File: src/rtl/mem_arbiter_pkg.sv
// Shared type definitions for the memory arbiter: FSM state and requester identity.
package rv32i_types;

    typedef enum logic [1:0] {
        ARB_IDLE    = 2'd0,
        ARB_SERVE_I = 2'd1,
        ARB_SERVE_D = 2'd2
    } arb_state_t;

    typedef enum logic {
        ARB_REQ_I = 1'b0,
        ARB_REQ_D = 1'b1
    } arb_req_t;

endpackage

File: src/rtl/mem_arbiter.sv
// Round-robin arbiter sharing one line-wide memory port between I-cache fills and
// D-cache fills/writebacks. One transaction in flight; a mandatory IDLE cycle between grants.
//
// state       | meaning
// ARB_IDLE    | no transaction; sample requests and grant at most one
// ARB_SERVE_I | I-cache line fill in flight on pmem, waiting for pmem_resp
// ARB_SERVE_D | D-cache fill or writeback in flight on pmem, waiting for pmem_resp
module mem_arbiter
    import rv32i_types::*;
#(
    parameter int ADDR_W = 32,
    parameter int LINE_W = 256
) (
    input  logic              clk,
    input  logic              rst,
    input  logic              i_read,
    input  logic [ADDR_W-1:0] i_addr,
    output logic [LINE_W-1:0] i_rdata,
    output logic              i_resp,
    input  logic              d_read,
    input  logic              d_write,
    input  logic [ADDR_W-1:0] d_addr,
    input  logic [LINE_W-1:0] d_wdata,
    output logic [LINE_W-1:0] d_rdata,
    output logic              d_resp,
    output logic              pmem_read,
    output logic              pmem_write,
    output logic [ADDR_W-1:0] pmem_addr,
    output logic [LINE_W-1:0] pmem_wdata,
    input  logic [LINE_W-1:0] pmem_rdata,
    input  logic              pmem_resp
);

    localparam int OFF_W = $clog2(LINE_W / 8);
    localparam logic [ADDR_W-1:0] LINE_MASK = {{(ADDR_W - OFF_W){1'b1}}, {OFF_W{1'b0}}};

    arb_state_t        state;
    arb_state_t        state_next;
    arb_req_t          last_grant;
    arb_req_t          grant_req;
    logic              grant;
    logic              i_pend;
    logic              d_pend;
    logic              op_write;
    logic [ADDR_W-1:0] addr_lat;
    logic [LINE_W-1:0] wdata_lat;

    assign i_pend = i_read;
    assign d_pend = d_read | d_write;

    always_ff @(posedge clk or posedge rst) begin
        if (rst) begin
            state      <= ARB_IDLE;
            last_grant <= ARB_REQ_I;
            op_write   <= 1'b0;
            addr_lat   <= '0;
            wdata_lat  <= '0;
        end else begin
            state <= state_next;
            if (grant) begin
                last_grant <= grant_req;
                if (grant_req == ARB_REQ_D) begin
                    // A simultaneous read+write from the D side is a writeback.
                    op_write  <= d_write;
                    addr_lat  <= d_addr & LINE_MASK;
                    wdata_lat <= d_wdata;
                end else begin
                    op_write <= 1'b0;
                    addr_lat <= i_addr & LINE_MASK;
                end
            end
        end
    end

    always_comb begin
        state_next = state;
        grant      = 1'b0;
        grant_req  = ARB_REQ_I;
        case (state)
            ARB_IDLE: begin
                if (i_pend && d_pend) begin
                    grant     = 1'b1;
                    grant_req = (last_grant == ARB_REQ_I) ? ARB_REQ_D : ARB_REQ_I;
                end else if (d_pend) begin
                    grant     = 1'b1;
                    grant_req = ARB_REQ_D;
                end else if (i_pend) begin
                    grant     = 1'b1;
                    grant_req = ARB_REQ_I;
                end
                if (grant) begin
                    state_next = (grant_req == ARB_REQ_D) ? ARB_SERVE_D : ARB_SERVE_I;
                end
            end
            ARB_SERVE_I, ARB_SERVE_D: begin
                if (pmem_resp) begin
                    state_next = ARB_IDLE;
                end
            end
            default: state_next = ARB_IDLE;
        endcase
    end

    always_comb begin
        pmem_read  = 1'b0;
        pmem_write = 1'b0;
        i_resp     = 1'b0;
        d_resp     = 1'b0;
        case (state)
            ARB_SERVE_I: begin
                pmem_read  = ~op_write;
                pmem_write = op_write;
                i_resp     = pmem_resp;
            end
            ARB_SERVE_D: begin
                pmem_read  = ~op_write;
                pmem_write = op_write;
                d_resp     = pmem_resp;
            end
            default: ;
        endcase
    end

    assign pmem_addr  = addr_lat;
    assign pmem_wdata = wdata_lat;
    assign i_rdata    = pmem_rdata;
    assign d_rdata    = pmem_rdata;

endmodule
File: config.mk
export PLATFORM = sky130hd
export DESIGN_NAME = mem_arbiter
export DESIGN_NICKNAME = d
export VERILOG_FILES = /design/src/rtl/mem_arbiter_pkg.sv /design/src/rtl/mem_arbiter.sv
export SDC_FILE = /design/constraint.sdc
export NUM_CORES = 1
export LEC_CHECK = 0
export ABC_AREA = 1
export CAP_MARGIN = 20
export CORE_AREA = 10 10 526 528
export DETAILED_ROUTE_END_ITERATION = 6
export DIE_AREA = 0 0 536 538
export HOLD_SLACK_MARGIN = 0.02
export PLACE_DENSITY_LB_ADDON = 0.08
export SLEW_MARGIN = 0
export SYNTH_ARGS = -nofsm -noshare
export SYNTH_HDL_FRONTEND = slang
export SYNTH_SLANG_ARGS = --single-unit
File: constraint.sdc
create_clock -name clk -period 11.2 [get_ports clk]
set_input_delay 2.24 -clock clk [delete_from_list [all_inputs] [get_ports clk]]
set_output_delay 2.24 -clock clk [all_outputs]
set_load 0.01 [all_outputs]
After elaboration in Yosys (flattened, before gate mapping). Index checks and enable logic that the tools add are counted.

Equality and inequality tests: 4. Add/sub/neg operators: 0. Reductions and logical operators: 5. $mul: 0. Div/mod/pow operators: 0. Multiplexer cells: 20. $lt $le $gt $ge: 0. Bitwise logic cells: 2. Shift-type cells: 0.

Operator list (count): 2-to-1 mux 32 bit (1); 2-to-1 mux 1 bit (15); 2-to-1 mux 2 bit (3); one-hot mux 2 bit (2 select lines) (1); AND reduction 2 bit (2); == test 2 x 1 -> 1 bit (second input constant) (1); == test 2 bit (second input constant) (1); zero test 2 bit (1); != test 2 x 1 -> 1 bit (second input constant) (1); != test 2 bit (second input constant) (1); OR reduction 2 bit (1); logical AND 1 bit (1); inverter 1 bit (1); bitwise OR 1 bit (1).

Register bits: 292. Bits in latches: 0. Memory bits (writable): 0. Bits in read-only memories: 0. Memories kept: 0. Word-level logic and storage cells: 36.

Logic depth before layout (Yosys ltp). Gate-level depths: netlist of the first run.

Word-level depth: 7. Mapped depth: 8.

Least setup slack after synthesis of the first run. No wires, ideal clock.

Path type: in2out. Start: in pmem_rdata[0]. End: out d_rdata[0]. Slack: 6.601 ns. Stages on the path: 1. Buffers on the path: 1. Arrival time: 2.359 ns. Cell sequence: buf_4.

RTL lines: start: declaration (line mem_arbiter.sv:30) `input logic [LINE_W-1:0] pmem_rdata,`; end: declaration (line mem_arbiter.sv:24) `output logic [LINE_W-1:0] d_rdata,`.

No word-level cell between the ends.

Worst setup path in the final report of the first run.
Start: in pmem_resp. End: out d_resp.

Longest elaborated chain between the ends: 1.

RTL lines: start: declaration (line mem_arbiter.sv:31) `input logic pmem_resp`; 2-to-1 mux 1 bit (line mem_arbiter.sv:109) `case (state)`; end: declaration (line mem_arbiter.sv:25) `output logic d_resp,`.

No other way between the ends.

==> flow_summary_export.csv, run 1 <==
group,metric,value,unit
sta,min_period,5684,ps
placement,hpwl,122.4,mm
power_and_ir_drop,vdd_drop_max,173.3,uV
sta,finClkSkew,55.58,ps
setup_path,cp_cell_sequence,"clkdlybuf4s50_1 > nand2_1 > inv_1 > clkdlybuf4s50_1",
cells_and_area,syn_to_final_growth,52.86,%
logic_synthesis,yosys.area_share.xor_xnor,0,%
cts,cts_tree,"built",
logic_synthesis,synth_compound_area_share,0.06555,%
logic_synthesis,yosysUniqueCellTypes,15,
sta,tightest_slew,1040,ps
setup_path,endpoint_kind,"output port",
logic_synthesis,ys_top_cells_by_count,"nand2_1, buf_4, dfrtp_1, inv_1, buf_2",
logic_synthesis,synth-adder-area-share,0.2458,%
drt,vias,12010,
logic_synthesis,synthCells,1870,
cts,cts_sinks,287,
worst_hold_path,hold_path_class,"register to register",
drt,first_pass_iters,4,
floorplan,fp.coreArea,266500,sq um
placement,port_buffers,602,
logic_synthesis,synth-simple-area-share,23.02,%
setup_path,cp.required,8960,ps
drt,wl_per_cell,26.44,um
sta,fin_setup_tns,0,ps
floorplan,die_w,536,um
global_routing,grt_max_degree,133,
drt,wirelength,146.8,mm
cells_and_area,drive_gt1_share,4.912,%
sta,setup_slack,5516,ps
logic_synthesis,synth_top_family_by_area,"buffers and inverters",
cts,cts_root_buf,"clkbuf_16",
setup_path,start_kind,"primary input",
cts,cts_buffers,51,
cts,path_clk_slew,40,ps
logic_synthesis,avgSynthCellArea,8.166,sq um
placement,pre_cts_slack,5268,ps
global_routing,antenna_found_initial,59,
power_and_ir_drop,power-per-cell-area,292.5,nW/um^2
setup_path,critPathTopFamily,"buffers and inverters",
worst_hold_path,min_to,"pmem_wdata[167]",
setup_path,r2r_start,"state[0]",
worst_hold_path,holdPathStages,2,
logic_synthesis,synth_area,15270,sq um
floorplan,pin_count,1386,
logic_synthesis,ys.warnings.count,0,
logic_synthesis,synth_top_area_share,47.03,%
logic_synthesis,synth_edf_count,0,
floorplan,die_y,538,um
cts,worstSkewPairLatency,710,ps
logic_synthesis,synthArstFlopShare,100.0,%
drt,drt_iter0_drc,436,
sta,final_max_slew_viol_count,0,
cts,htree_num_levels,2,
drt,drt-vias-per-instance,2.163,
drt,drt.antenna.violating_nets,0,
setup_path,worstRegToRegCells,8,
logic_synthesis,seq_area_frac_synth,47.03,%
logic_synthesis,ys_ff_latch,287,
logic_synthesis,ys.flop_type,"dfrtp_1",
drt,post-route-drc-count,0,
global_routing,grt_first_pass_wirelength,179.7,mm
flow_run,maxCapViolCount,0,
logic_synthesis,yosysMostFrequentCell,"nand2_1",
setup_path,critPathMaxFanout,3,
drt,dr_wl_met3,28.68,mm
floorplan,initial_core_util,5.730,%
sta,hold_violations,0,
cts,post_cts_buffers,0,
setup_path,path_buf_inv,3,
global_routing,grt-ovfl-total,0,
setup_path,rr_endpoint,"pmem_wdata[183]",
power_and_ir_drop,p_leak,9.789,nW
setup_path,max_stage_delay,590,ps
drt,maxUsedRoutingLayer,"met5",
logic_synthesis,synth_mux_area_share,0,%
sta,fmax,175.9,MHz
sta,setup_viol,0,
cells_and_area,fin_nets,2544,
setup_path,worstPathArrival,3440,ps
cts,ctsHoldBuffers,0,
global_routing,grt_use_total,9.758,%
sta,slew_headroom,30.68,%
status,outcome,"finished, final reports clean",
worst_hold_path,holdCritStartpoint,"pmem_wdata[167]",
setup_path,slowest_stage,"clkdlybuf4s50_1",
logic_synthesis,yosysTopAreaCell,"dfrtp_1",
logic_synthesis,ys_top_cells_by_area,"dfrtp_1, buf_4, nand2_1",
setup_path,critPathKind,"primary input to output port",
setup_path,rrSetupSlack,7530,ps
floorplan,num_rows,190,
sta,period_share,50.75,%
drt,wl_met1,42.03,mm
cts,clockBufferDepth,3,
setup_path,cp_common_cell,"clkdlybuf4s50_1",
drt,wl_met2,70.44,mm
global_routing,first_global_vias,13680,
sta,rsz0062_at_grt,"false",
cts,cts_resized,0,
floorplan,dieArea,288400,sq um
placement,place.gp.congestion,0.7526,
[cells in the final DEF (no fill, tap or decap), drive strengths merged]
master	instances
nor2	3
clkdlybuf4s50	602
ha	3
nand2	890
clkbuf	78
clkinvlp	1
bufinv	1
conb	5
buf	14
dfrtp	287
nand4	1
nand3	29
diode	6
clkinv	9
inv	69
or2	1
o21ai	2
[worst max path at each step]
| stage | from | end | slack (ps) | cells past startpoint |
|---|---|---|---|---|
| 6_report | pmem_resp | d_resp | 5520 | 4 |
| 2_1_floorplan | rst | last_grant | 1040 | 1 |
| 3_3_place_gp | i_read | pmem_wdata[222] | 5260 | 8 |
| 5_1_grt | pmem_resp | i_resp | 5450 | 4 |
| 3_5_place_dp | i_read | pmem_wdata[222] | 5270 | 8 |
| 4_1_cts | pmem_resp | d_resp | 5490 | 4 |
[cell families (layout without fill, tap and decap cells)]
logic type	Yosys count	count (layout)
simple gates	924	924
buf+inv	653	774
flops	287	287
fa+ha+maj	3	3
compound gates	2	2
other cells	1	11
[cell type report]
type | instances | area [sq um]
Antenna cell | 6 | 15.01
Clock buffer | 78 | 1528
Clock inverter | 11 | 143.9
Fill cell | 30900 | 243200
Inverter | 69 | 274.0
Multi-Input combinational cell | 934 | 3598
Sequential cell | 287 | 7182
Tap cell | 3552 | 4444
Timing Repair Buffer | 616 | 6156
[worst register-to-register path: stages (launching register included)]
cell and delay [ps]:
dfrtp_1 370, inv_1 80, ha_1 280, nand3_4 170
buf_12 440, buf_4 1170, buf_4 780, nand2_1 250
nand2_1 110
[sequential cells by signal (all words and copies together), names as in the netlist]
name,flops
op_write,1
pmem_addr,27
pmem_wdata,256
last_grant,1
state,2
[per-stage QoR]
| stage | hold WS, ps | std cells | power, mW | util, % | area, sq um |
|---|---|---|---|---|---|
| floorplan | 441.7 | 1874 | 3.224 | - | 15280 |
| global placement | 462.6 | 5458 | 5.478 | 8.126 | 21650 |
| detailed placement | 464.6 | 5458 | 5.423 | 8.126 | 21650 |
| CTS | 481.3 | 5547 | 7.225 | 8.753 | 23330 |
| global route | 496.8 | 5549 | 7.462 | 8.755 | 23330 |
| finish | 475.0 | 5553 | 6.827 | 8.759 | 23340 |
[report_power, final]
group          switching, mW  internal, mW  leakage [nW]
Clock                  0.690         0.957         0.818
Sequential             0.348          1.56          3.53
Combinational           2.00          1.27          5.44
Total                   3.04          3.79          9.79
[routing by layer]
layer	up-vias	global-route usage, %
met4	58	3.196
met1	5321	8.028
li1	5246	-
met2	1070	16.67
met5	-	0
met3	318	8.945
No activity file was read; power rests on OpenSTA's default activity.
==> run 2, diff against run 1 <==
CORE_AREA = 10 10 536 538   (was 10 10 526 528)
DIE_AREA = 0 0 546 548   (was 0 0 536 538)
clock period = 4.7 ns   (was 11.2 ns; I/O delays follow)
==> flow_summary_export.csv, run 2 (synthesis results as in run 1) <==
group,metric,value,unit
status,outcome,"finished, final reports clean",
power_and_ir_drop,combPwrFrac,47.5,%
drt,wirelength,142.7,mm
setup_path,r2r_start,"state[0]",
flow_run,maxCapViolCount,0,
drt,drt.antenna.violating_nets,0,
cts,path_clk_slew,60,ps
global_routing,grt_max_degree,119,
placement,hpwl,120.2,mm
worst_hold_path,min_to,"pmem_wdata[158]",
worst_hold_path,holdCritStartpoint,"pmem_wdata[158]",
sta,worst_hold_slack,477.0,ps
drt,drt_iter0_drc,512,
cells_and_area,final_common_cell,"nand2_1",
power_and_ir_drop,power-per-cell-area,694.9,nW/um^2
cts,cts_tree,"built",
sta,period_share,72.12,%
setup_path,start_kind,"register",
power_and_ir_drop,switching_share,43.43,%
setup_path,critPathKind,"register to output port",
cts,worstSkewPairLatency,700,ps
global_routing,grt_use_total,9.137,%
cts,cts_resized,0,
cts,cts_root_buf,"clkbuf_16",
cts,post_cts_buffers,0,
cts,htree_num_levels,2,
sta,slew_headroom,35.46,%
drt,vias,12130,
power_and_ir_drop,p_leak,9.970,nW
cells_and_area,stdcell_count,5733,
setup_path,cp.required,3760,ps
sta,setup_viol,0,
cts,clockBufferDepth,3,
drt,wl_per_cell,24.90,um
cells_and_area,syn_to_final_growth,56.51,%
cts,cts_sinks,287,
placement,port_buffers,602,
sta,finClkSkew,30.84,ps
floorplan,fp.coreArea,276000,sq um
cells_and_area,fin_nets,2561,
setup_path,endpoint_kind,"output port",
global_routing,first_global_vias,13390,
global_routing,grt-ovfl-total,0,
setup_path,rr_endpoint,"pmem_wdata[113]",
floorplan,initial_core_util,5.532,%
setup_path,worstPathArrival,2450,ps
global_routing,grt_first_pass_wirelength,176.5,mm
cts,ctsHoldBuffers,0,
setup_path,worstRegToRegCells,7,
setup_path,critPathMaxFanout,3,
sta,final_max_slew_viol_count,0,
placement,pre_cts_slack,1145,ps
cells_and_area,layout_common_cells,"nand2_1, clkdlybuf4s50_1, dfrtp_1, inv_1, clkbuf_16",
worst_hold_path,hold_path_class,"register to register",
placement,dpl.cell_count,5627,
power_and_ir_drop,vdd_drop_max,350.4,uV
cells_and_area,drive_gt1_share,6.092,%
placement,place.gp.congestion,0.6850,
floorplan,die_w,546,um
global_routing,antenna_found_initial,63,
worst_hold_path,holdPathStages,2,
floorplan,die_y,548,um
floorplan,pin_count,1386,
sta,min_period,3390,ps
power_and_ir_drop,pwr-share-seq,26.8,%
sta,hold_violations,0,
sta,fmax,295.0,MHz
floorplan,dieArea,299200,sq um
setup_path,rrSetupSlack,2110,ps
cells_and_area,largest_register_ff_count,256,
power_and_ir_drop,power_frac_clock,25.8,%
floorplan,num_rows,193,
power_and_ir_drop,p_int,9.395,mW
sta,setup_slack,1310,ps
drt,post-route-drc-count,0,
drt,drt-vias-per-instance,2.116,
drt,first_pass_iters,4,
sta,rsz0062_at_grt,"false",
sta,tightest_slew,968.1,ps
cells_and_area,utilization,8.658,%
power_and_ir_drop,p_switching,7.212,mW
cts,cts_buffers,52,
[run 2: layout make-up]
| type | count | area (sq um) |
|---|---|---|
| antenna | 9 | 22.52 |
| clock buffer | 78 | 1559 |
| clock inverter | 19 | 286.5 |
| fill | 32110 | 252100 |
| inverter | 69 | 270.3 |
| multi-input combinational | 934 | 3591 |
| sequential | 287 | 7182 |
| tap | 3705 | 4636 |
| timing repair buffer | 632 | 6351 |
[run 2: worst max-delay path by stage]
stage                   from         endpoint  slack, ps  cells past startpoint
floorplan                rst       last_grant        -50                      1
global placement     d_write  pmem_wdata[110]       1140                      8
detailed placement   d_write  pmem_wdata[107]       1150                      8
CTS                 state[0]        pmem_read       1060                      5
global route        state[0]        pmem_read       1000                      5
finish              state[0]        pmem_read       1310                      5
[run 2: stage by stage]
stage | power [mW] | TNS [ps] | cell area, sq um
2_1_floorplan | 7.684 | -12980 | 15290
3_3_place_gp | 13.05 | 0 | 22030
3_5_place_dp | 12.90 | 0 | 22030
4_1_cts | 17.57 | 0 | 23880
5_1_grt | 18.15 | 0 | 23880
6_report | 16.61 | 0 | 23900
[run 2: critical path, cell delays in order (launching register included)]
cell and delay, ps:
dfrtp_1 390, inv_1 80, ha_1 300, inv_1 60
nor2_1 200, clkdlybuf4s50_1 750
[run 2: power by group through the flow]
stage	clock, mW	combinational, mW	sequential, mW
after global placement	0	8.53	4.52
after CTS	4.60	8.48	4.50
after global routing	4.62	8.89	4.64
after detailed placement	0	8.42	4.48
after floorplan	0	2.77	4.91
final	4.28	7.88	4.45
[run 2: metal layers]
layer	vias up	global-route usage [%]	part of all wire [%]
li1	5300	-	-
met3	319	8.340	19
met4	50	3.248	4.0
met2	1032	15.33	47
met1	5432	7.655	29
met5	-	0	0.23
==> run 3, diff against run 2 <==
CORE_AREA = 10 10 526 528   (was 10 10 536 538)
DIE_AREA = 0 0 536 538   (was 0 0 546 548)
clock period = 3.4 ns   (was 4.7 ns; I/O delays follow)
==> flow_summary_export.csv, run 3 (synthesis results as in run 1) <==
group,metric,value,unit
cts,cts_buffers,50,
sta,period_share,87.48,%
floorplan,dieArea,288400,sq um
sta,rsz0062_at_grt,"false",
status,outcome,"finished, final reports clean",
drt,post-route-drc-count,0,
sta,setup_slack,425.5,ps
setup_path,critPathTopFamily,"buffers and inverters",
drt,wl_per_cell,25.66,um
worst_hold_path,hold_path_class,"primary input to asynchronous set/reset pin",
sta,min_period,2974,ps
cts,cts_resized,0,
setup_path,cp.required,2720,ps
placement,hpwl,119.0,mm
sta,final_max_slew_viol_count,0,
power_and_ir_drop,fin_total_pwr,22.88,mW
global_routing,grt_first_pass_wirelength,176.9,mm
global_routing,grt_max_degree,123,
setup_path,worstPathArrival,2290,ps
sta,hold_violations,0,
sta,finClkSkew,59.48,ps
cells_and_area,final_common_cell,"nand2_1",
cts,clockBufferDepth,3,
sta,setup_viol,0,
global_routing,grt_use_total,9.526,%
cells_and_area,largest_register_ff_count,256,
setup_path,cp_common_cell,"inv_1",
cts,worstSkewPairLatency,690,ps
cts,path_clk_slew,60,ps
placement,port_buffers,602,
cts,cts_sinks,287,
drt,drt-vias-per-instance,2.175,
cells_and_area,syn_to_final_growth,55.07,%
cts,cts_tree,"built",
global_routing,grt-ovfl-total,0,
setup_path,endpoint_kind,"output port",
global_routing,antenna_found_initial,64,
floorplan,num_rows,190,
cts,ctsHoldBuffers,0,
cts,post_cts_buffers,0,
cells_and_area,fin_nets,2557,
setup_path,cp_cell_sequence,"inv_1 > ha_1 > nand2_1 > inv_1 > clkdlybuf4s50_1",
power_and_ir_drop,vdd_drop_max,454.1,uV
setup_path,max_stage_delay,730,ps
drt,first_pass_iters,4,
setup_path,start_kind,"register",
cells_and_area,layout_common_cells,"nand2_1, clkdlybuf4s50_1, dfrtp_1, inv_1, clkbuf_16",
setup_path,critPathKind,"register to output port",
power_and_ir_drop,p_leak,9.932,nW
drt,vias,12130,
setup_path,path_buf_inv,3,
drt,drt_iter0_drc,482,
floorplan,die_y,538,um
cells_and_area,fillers,30880,
setup_path,slowest_stage,"clkdlybuf4s50_1",
cells_and_area,postLayoutCellArea,23680,sq um
cells_and_area,drive_gt1_share,5.467,%
power_and_ir_drop,power-per-cell-area,966.1,nW/um^2
floorplan,initial_core_util,5.730,%
placement,pre_cts_slack,565.8,ps
floorplan,pin_count,1386,
setup_path,critPathMaxFanout,3,
placement,post_dp_cell_area,21910,sq um
global_routing,first_global_vias,13660,
floorplan,die_w,536,um
sta,tightest_slew,1052,ps
sta,slew_headroom,29.88,%
floorplan,fp.coreArea,266500,sq um
drt,wirelength,143.1,mm
placement,place.gp.congestion,0.7327,
drt,drt.antenna.violating_nets,0,
sta,fmax,336.2,MHz
cts,cts_root_buf,"clkbuf_16",
cts,htree_num_levels,2,
flow_run,maxCapViolCount,0,
[run 3: cell types whose count changed in the layout (fill, tap and decap cells not counted), sizes merged]
cell,change
buf,-2
clkinv,-5
clkinvlp,-2
diode,+4
clkbuf,+2
[run 3: layout make-up]
class                           instances  area [sq um]  share of cell area (%)
Sequential cell                       287          7182                   30.33
Inverter                               69         270.3                   1.141
Clock buffer                           80          1504                   6.351
Timing Repair Buffer                  630          6424                   27.13
Clock inverter                         12         231.5                  0.9775
Multi-Input combinational cell        934          3591                   15.17
Tap cell                             3552          4444                   18.77
Antenna cell                           13         32.53                  0.1374
[run 3: final timing paths]
path | startpoint | to | slack (ps) | depth (start not counted)
worst min-delay path | rst | pmem_wdata[28] | 450 | 3
worst max register to register | state[0] | pmem_wdata[181] | 1190 | 7
min in group clk | last_grant | last_grant | 470 | 2
worst min register to register | last_grant | last_grant | 470 | 2
max in group asynchronous | rst | pmem_wdata[210] | 2070 | 4
worst max-delay path | state[1] | pmem_write | 430 | 5
[run 3: power breakdown]
group / internal [mW] / switching (mW)
Sequential: 5.13 / 1.16
Combinational: 4.42 / 6.48
Clock: 3.40 / 2.28
[run 3: per-stage QoR]
stage	hold slack [ps]	util [%]	TNS [ps]	std cells
final	454.4	8.885	0	5577
after global routing	438.9	8.879	0	5570
after CTS	389.8	8.873	0	5564
after detailed placement	463.8	8.222	0	5472
after global placement	463.8	8.222	0	5472
after floorplan	441.7	-	-311460	1874
[run 3: layer usage]
| layer | wire [um] | GRT usage (%) | share of wire (%) |
|---|---|---|---|
| met4 | 5919 | 3.722 | 4.1 |
| met5 | 368 | 0 | 0.26 |
| met3 | 29610 | 9.105 | 21 |
| met1 | 39620 | 7.677 | 28 |
| met2 | 67580 | 15.90 | 47 |
[run 3: worst min-delay path: stages]
cell	delay, ps
clkdlybuf4s50_1	440
clkinvlp_4	160
buf_12	240
